## src/rtl/sm_step_gen.sv

```systemverilog
// Step/direction generator: runs a move of N+1-clock step periods with a
// programmable high time, a direction setup delay and a signed position count.
module sm_step_gen #(
  parameter int PER_W     = 17,
  parameter int PW_W      = 8,
  parameter int POS_W     = 32,
  parameter int DIR_SETUP = 4
) (
  input  logic             i_clk,
  input  logic             i_rst,
  input  logic             i_data_valid_trig,
  input  logic [PER_W-1:0] i_n,
  input  logic [PW_W-1:0]  i_pulse_width,
  input  logic             i_dir_in,
  input  logic             i_drv_enable_sm,
  input  logic             i_move_start,
  input  logic [POS_W-1:0] i_move_steps,
  input  logic             i_pos_clr,
  output logic             o_drv_step,
  output logic             o_drv_dir,
  output logic             o_busy,
  output logic             o_done,
  output logic             o_aborted,
  output logic [POS_W-1:0] o_position,
  output logic [1:0]       o_dbg_state
);

  // Interface semantics: i_data_valid_trig and i_move_start are single-cycle
  // strobes sampled on the rising edge with no back-pressure; a move_start seen
  // while busy (o_busy=1) is dropped, there is no ready/acknowledge.

  // Wide enough for N+1 and pw_eff without overflow, plus a guard bit.
  localparam int CW = ((PER_W + 1 > PW_W) ? PER_W + 1 : PW_W) + 1;

  typedef enum logic [1:0] {
    S_IDLE  = 2'd0,
    S_SETUP = 2'd1,
    S_HIGH  = 2'd2,
    S_LOW   = 2'd3
  } state_t;

  state_t           r_state;
  state_t           w_next;
  logic [CW-1:0]    r_cnt;
  logic [PER_W-1:0] r_sh_per;
  logic [PW_W-1:0]  r_sh_pw;
  logic             r_sh_dir;
  logic [PER_W-1:0] r_act_per;
  logic [PW_W-1:0]  r_act_pw;
  logic [POS_W-1:0] r_remaining;
  logic [POS_W-1:0] r_position;
  logic             r_abort_pend;
  logic             r_drv_step;
  logic             r_drv_dir;
  logic             r_busy;
  logic             r_done;
  logic             r_aborted;

  logic [CW-1:0]    w_period;
  logic [CW-1:0]    w_pw_ext;
  logic [CW-1:0]    w_low_len;
  logic             w_high_end;
  logic             w_low_end;
  logic             w_setup_end;
  state_t           w_load_state;
  logic             w_load;
  logic             w_pos_step;
  logic             w_done_set;
  logic             w_abort_set;

  // Active pw is stored already clamped to >= 1, so only the low time needs care.
  assign w_period     = CW'(r_act_per) + CW'(1);
  assign w_pw_ext     = CW'(r_act_pw);
  assign w_low_len    = (w_period > w_pw_ext) ? (w_period - w_pw_ext) : CW'(1);
  assign w_high_end   = (r_cnt == w_pw_ext - CW'(1));
  assign w_low_end    = (r_cnt == w_low_len - CW'(1));
  assign w_setup_end  = (r_cnt == CW'(DIR_SETUP - 1));
  assign w_load_state = (r_sh_dir != r_drv_dir) ? S_SETUP : S_HIGH;

  always_comb begin
    w_next      = r_state;
    w_load      = 1'b0;
    w_pos_step  = 1'b0;
    w_done_set  = 1'b0;
    w_abort_set = 1'b0;
    case (r_state)
      S_IDLE: begin
        if (i_move_start && i_drv_enable_sm) begin
          if (i_move_steps == '0) begin
            w_done_set = 1'b1;
          end else begin
            w_load = 1'b1;
            w_next = w_load_state;
          end
        end
      end
      S_SETUP: begin
        if (!i_drv_enable_sm) begin
          w_next      = S_IDLE;
          w_abort_set = 1'b1;
        end else if (w_setup_end) begin
          w_next = S_HIGH;
        end
      end
      S_HIGH: begin
        // A started pulse always completes at full width, even when aborting.
        if (w_high_end) begin
          w_pos_step = 1'b1;
          if (r_abort_pend || !i_drv_enable_sm) begin
            w_next      = S_IDLE;
            w_abort_set = 1'b1;
          end else begin
            w_next = S_LOW;
          end
        end
      end
      S_LOW: begin
        if (!i_drv_enable_sm) begin
          w_next      = S_IDLE;
          w_abort_set = 1'b1;
        end else if (w_low_end) begin
          if (r_remaining == '0) begin
            w_next     = S_IDLE;
            w_done_set = 1'b1;
          end else begin
            w_load = 1'b1;
            w_next = w_load_state;
          end
        end
      end
      default: w_next = S_IDLE;
    endcase
  end

  always_ff @(posedge i_clk) begin
    if (i_rst) begin
      r_state      <= S_IDLE;
      r_cnt        <= '0;
      r_sh_per     <= '0;
      r_sh_pw      <= PW_W'(1);
      r_sh_dir     <= 1'b0;
      r_act_per    <= '0;
      r_act_pw     <= PW_W'(1);
      r_remaining  <= '0;
      r_position   <= '0;
      r_abort_pend <= 1'b0;
      r_drv_step   <= 1'b0;
      r_drv_dir    <= 1'b0;
      r_busy       <= 1'b0;
      r_done       <= 1'b0;
      r_aborted    <= 1'b0;
    end else begin
      r_state <= w_next;
      r_cnt   <= (w_next != r_state) ? '0 : r_cnt + CW'(1);

      if (i_data_valid_trig) begin
        r_sh_per <= i_n;
        r_sh_pw  <= (i_pulse_width == '0) ? PW_W'(1) : i_pulse_width;
        r_sh_dir <= i_dir_in;
      end

      // Shadow values reach the output timing only here, at a step boundary.
      if (w_load) begin
        r_act_per <= r_sh_per;
        r_act_pw  <= r_sh_pw;
        r_drv_dir <= r_sh_dir;
      end

      if (w_load && (r_state == S_IDLE)) begin
        r_remaining <= i_move_steps;
      end else if (w_pos_step) begin
        r_remaining <= r_remaining - POS_W'(1);
      end

      r_abort_pend <= (r_state == S_HIGH) && (w_next == S_HIGH) &&
                      (r_abort_pend || !i_drv_enable_sm);

      r_drv_step <= (w_next == S_HIGH);
      r_busy     <= (w_next != S_IDLE);
      r_done     <= w_done_set;
      r_aborted  <= w_abort_set;

      if (i_pos_clr) begin
        r_position <= '0;
      end else if (w_pos_step) begin
        r_position <= r_drv_dir ? (r_position + POS_W'(1)) : (r_position - POS_W'(1));
      end
    end
  end

  assign o_drv_step  = r_drv_step;
  assign o_drv_dir   = r_drv_dir;
  assign o_busy      = r_busy;
  assign o_done      = r_done;
  assign o_aborted   = r_aborted;
  assign o_position  = r_position;
  assign o_dbg_state = r_state;

endmodule

```

## config.mk

```make
export PLATFORM = sky130hd
export DESIGN_NAME = sm_step_gen
export DESIGN_NICKNAME = d
export VERILOG_FILES = /design/src/rtl/sm_step_gen.sv
export SDC_FILE = /design/constraint.sdc
export NUM_CORES = 1
export LEC_CHECK = 0
export ABC_AREA = 1
export CAP_MARGIN = 30
export CORE_MARGIN = 2
export CORE_UTILIZATION = 25
export DETAILED_ROUTE_END_ITERATION = 10
export GPL_ROUTABILITY_DRIVEN = 0
export PLACE_DENSITY_LB_ADDON = 0.1
export SLEW_MARGIN = 10
export SYNTH_ARGS = -nofsm -noshare
export SYNTH_HDL_FRONTEND = slang
export SYNTH_SLANG_ARGS = --single-unit
```

## constraint.sdc

```tcl
create_clock -name i_clk -period 6.3 [get_ports i_clk]
set_input_delay 1.89 -clock i_clk [delete_from_list [all_inputs] [get_ports i_clk]]
set_output_delay 1.89 -clock i_clk [all_outputs]
set_load 0.02 [all_outputs]
```

==> metrics <==
Synth Area in Simple Gates=34.4%; largest net degree at the start of global routing=61; FF+latch area=0.00284 sq mm; Max-slew headroom=49.3%; Worst Path Max Fanout=36; initial antenna violation count=0; drt pass-1 iters=7; I/O pins=103; row count=75; drt total wl=34.1 mm; DRT antenna net count=0; grt ovf=0; Post-CTS Resized=0; layout cells sized above 1=7.35%; Residual DRC=0; max frequency=186 MHz; Tcrit/Tclk final=85.5%; Clock transition at path regs=0.07 ns; largest family of logic cells by synthesized area=simple AND/OR/NAND/NOR gates; final net count=1829; Lkg Pwr=5.62 nW; Yosys top cell by area=dfxtp_1; worst slew pin tran=0.756 ns; Critical Path Source Type=register; mux cell area share after synthesis=0.0941%; Total GRT Usage=15.7%; vias in the first global route=10.3k; Finish-stage setup viols=0; fill count=4602; Starting Density=25.4%; WS Path Type=reg -> reg; Power Internal=3.47 mW; CTS max path bufs=2; FF-to-FF End=r_remaining[27]; Worst Path Buf+Inv=5; Power, Total=7.61 mW; clock share of power=14.6%; hold_buf cts=0; Peak supply drop=322 uV; Synth Area in Compound Gates=15.7%; Mapped Cells=1630; worst r2r path cells=32; Seq pwr share=16.2%; Die Y-Extent=210 microns; Power Density=592 mW/mm^2; TNS Setup=0 ns; CP Depth=32; Seq/Total Area, Yosys=26.7%; fin crit period=5.39 ns; most frequent CP cell=nand2_1; Core Util, Final=30.6%; Comb pwr share=69.2%; PortBufs=102; via count=10.5k; max-cap violations=0; core footprint=0.0419 sq mm; cell family with most CP delay=simple AND/OR/NAND/NOR gates; synth top area cells=dfxtp_1 (27%), nand2_1 (11%), nor2_1 (7.1%), inv_1 (6.5%), a21oi_1 (6.1%); Post-Syn Area=0.0106 sq mm; Max Slew Vio Count=0; CTS root buffer=clkbuf_16; Worst Setup SP=r_act_per[1]; Clk Latency, worst-skew pair=0.45 ns; Critical Path AT=5.72 ns; Diodes inserted=0; Synth Register Bits=142; RSZ-0062 raised after global routing=false; die extent in x=210 microns; R2R setup slack=0.91 ns; Multi-input gate area=0.00684 sq mm; CTS Sinks=142; Initial DRC Count=537; Switch Pwr=4.14 mW; # H-tree levels=4; Critical-path top delay cell=dfxtp_1; Post-Synth Adder-Cell Area=5.90%; via density per instance=4.65; post-DR wirelength/cell=15.0 microns; switch share=54.4%; Crit Reg-Reg Startpoint=r_act_per[1]; Synth Net Count=1743; Yosys cell types=52; Area growth syn-to-layout=20.7%; top-area cell type share of the netlist area=26.7%; hpwl dp=26.4 mm; max incr delay on CP=0.38 ns; CTS buffer count=17; Synth Area in XOR/XNOR=8.06%; Setup crit end kind=register; Clock Skew=0.0109 ns; die area=0.0442 sq mm; setup bufs post-CTS=0; Fin. Hold Viols=0; worst min path class=reg -> reg; status=finished, final reports clean; first-pass GRT wire length=55.0 mm; synth warn=0; Critical Path End=r_remaining[27]; Required @ worst endpoint=6.63 ns; CTS tree=yes; syn avg cell area=6.53 sq um
==> kinds of logic (layout without fill, tap and decap cells) <==
group                    count (synthesis)  count (layout)
adder cells (fa/ha/maj)                 49              49
multiplexers                             1               1
XOR/XNOR                                97              97
AND/OR/NAND/NOR                        791             791
flip-flops                             142             142
AO/OA/AOI/OAI                          311             311
buffers and inverters                  239             338
==> routing by layer <==
metal	wire (microns)	global-route usage, %	share of wire, %	vias up
met3	826	2.40	2.4	28
met4	555	4.87	1.6	0
li1	-	-	-	5567
met1	17200	21.3	51	4817
met2	15500	25.8	45	133
met5	0	0	0	-
==> Yosys cell counts (all sizes together) <==
cell       n
a2111oi    2
inv      190
nand3    131
a31oi      3
a211oi     4
o21bai     5
nor3      39
o21ai    144
or3        1
mux2i      1
o41ai      1
a21o       4
nand4     33
clkbuf    33
o31ai      2
xnor2     24
o211a      1
o211ai    10
fa         2
ha        47
clkinv     2
a21oi    129
nand3b     4
buf       14
nor2     222
o21a       4
xor2      73
dfxtp    142
nor4      21
or4        1
or2        6
nand2    333
a21boi     2
==> how the worst min path moves through the flow <==
stage | start | cells after the start | slack, ns | to
2_1_floorplan | r_sh_pw[7] | 2 | 0.44 | r_sh_pw[7]
3_3_place_gp | r_sh_pw[7] | 2 | 0.47 | r_sh_pw[7]
3_5_place_dp | r_sh_pw[7] | 2 | 0.46 | r_sh_pw[7]
4_1_cts | r_sh_pw[7] | 2 | 0.47 | r_sh_pw[7]
5_1_grt | r_sh_pw[7] | 2 | 0.50 | r_sh_pw[7]
6_report | r_sh_pw[7] | 2 | 0.47 | r_sh_pw[7]
==> sequential cells by signal (all words and copies together), names as in the netlist, 2 cells and up <==
name / cells
o_dbg_state: 2
o_position: 32
r_act_per: 17
r_act_pw: 8
r_cnt: 19
r_remaining: 32
r_sh_per: 17
r_sh_pw: 8
==> power by group through the flow <==
| stage | clock network, mW | registers (mW) | logic (mW) |
|---|---|---|---|
| after floorplan | 0 | 1.24 | 4.03 |
| after global placement | 0 | 1.25 | 5.27 |
| after detailed placement | 0 | 1.25 | 5.26 |
| after CTS | 1.15 | 1.23 | 5.29 |
| after global routing | 1.19 | 1.26 | 5.97 |
| final | 1.11 | 1.23 | 5.26 |
==> worst min-delay path, delay by kind of cell, from the launching register on <==
family | cells | cell delay [ns]
flops | 1 | 0.32
simple gates | 1 | 0.06
compound gates | 1 | 0.05
==> cells in the final DEF (no fill, tap or decap), types with 10 or more instances in the layout <==
cell	instances
nor3_2	12
clkbuf_16	17
a21oi_1	128
ha_1	47
xnor2_1	24
dfxtp_1	142
nand4_1	32
nor2_1	198
o21ai_1	15
o21ai_0	127
nand3_1	122
nand2_2	20
nor4_1	21
xor2_1	72
clkdlybuf4s50_1	102
nor2_2	15
buf_4	10
nor3_1	27
inv_1	183
nand2_1	311
==> through the flow <==
step	cells	area [sq um]	worst slack, ns	hold slack [ns]
after global routing	2268	12800	0.211	0.498
final	2268	12800	0.911	0.474
after floorplan	1630	10600	2.09	0.438
after CTS	2267	12800	0.819	0.473
after detailed placement	2235	12200	0.835	0.462
after global placement	2235	12200	0.946	0.467
==> cell type report <==
class	instances	area share, %
Multi-Input combinational cell	1249	53.2
Sequential cell	142	22.1
Timing Repair Buffer	114	8.81
Inverter	192	5.65
Tap cell	539	5.25
Clock buffer	18	3.42
Clock inverter	14	1.50
Note: power is estimated with default switching activity, not from simulation.
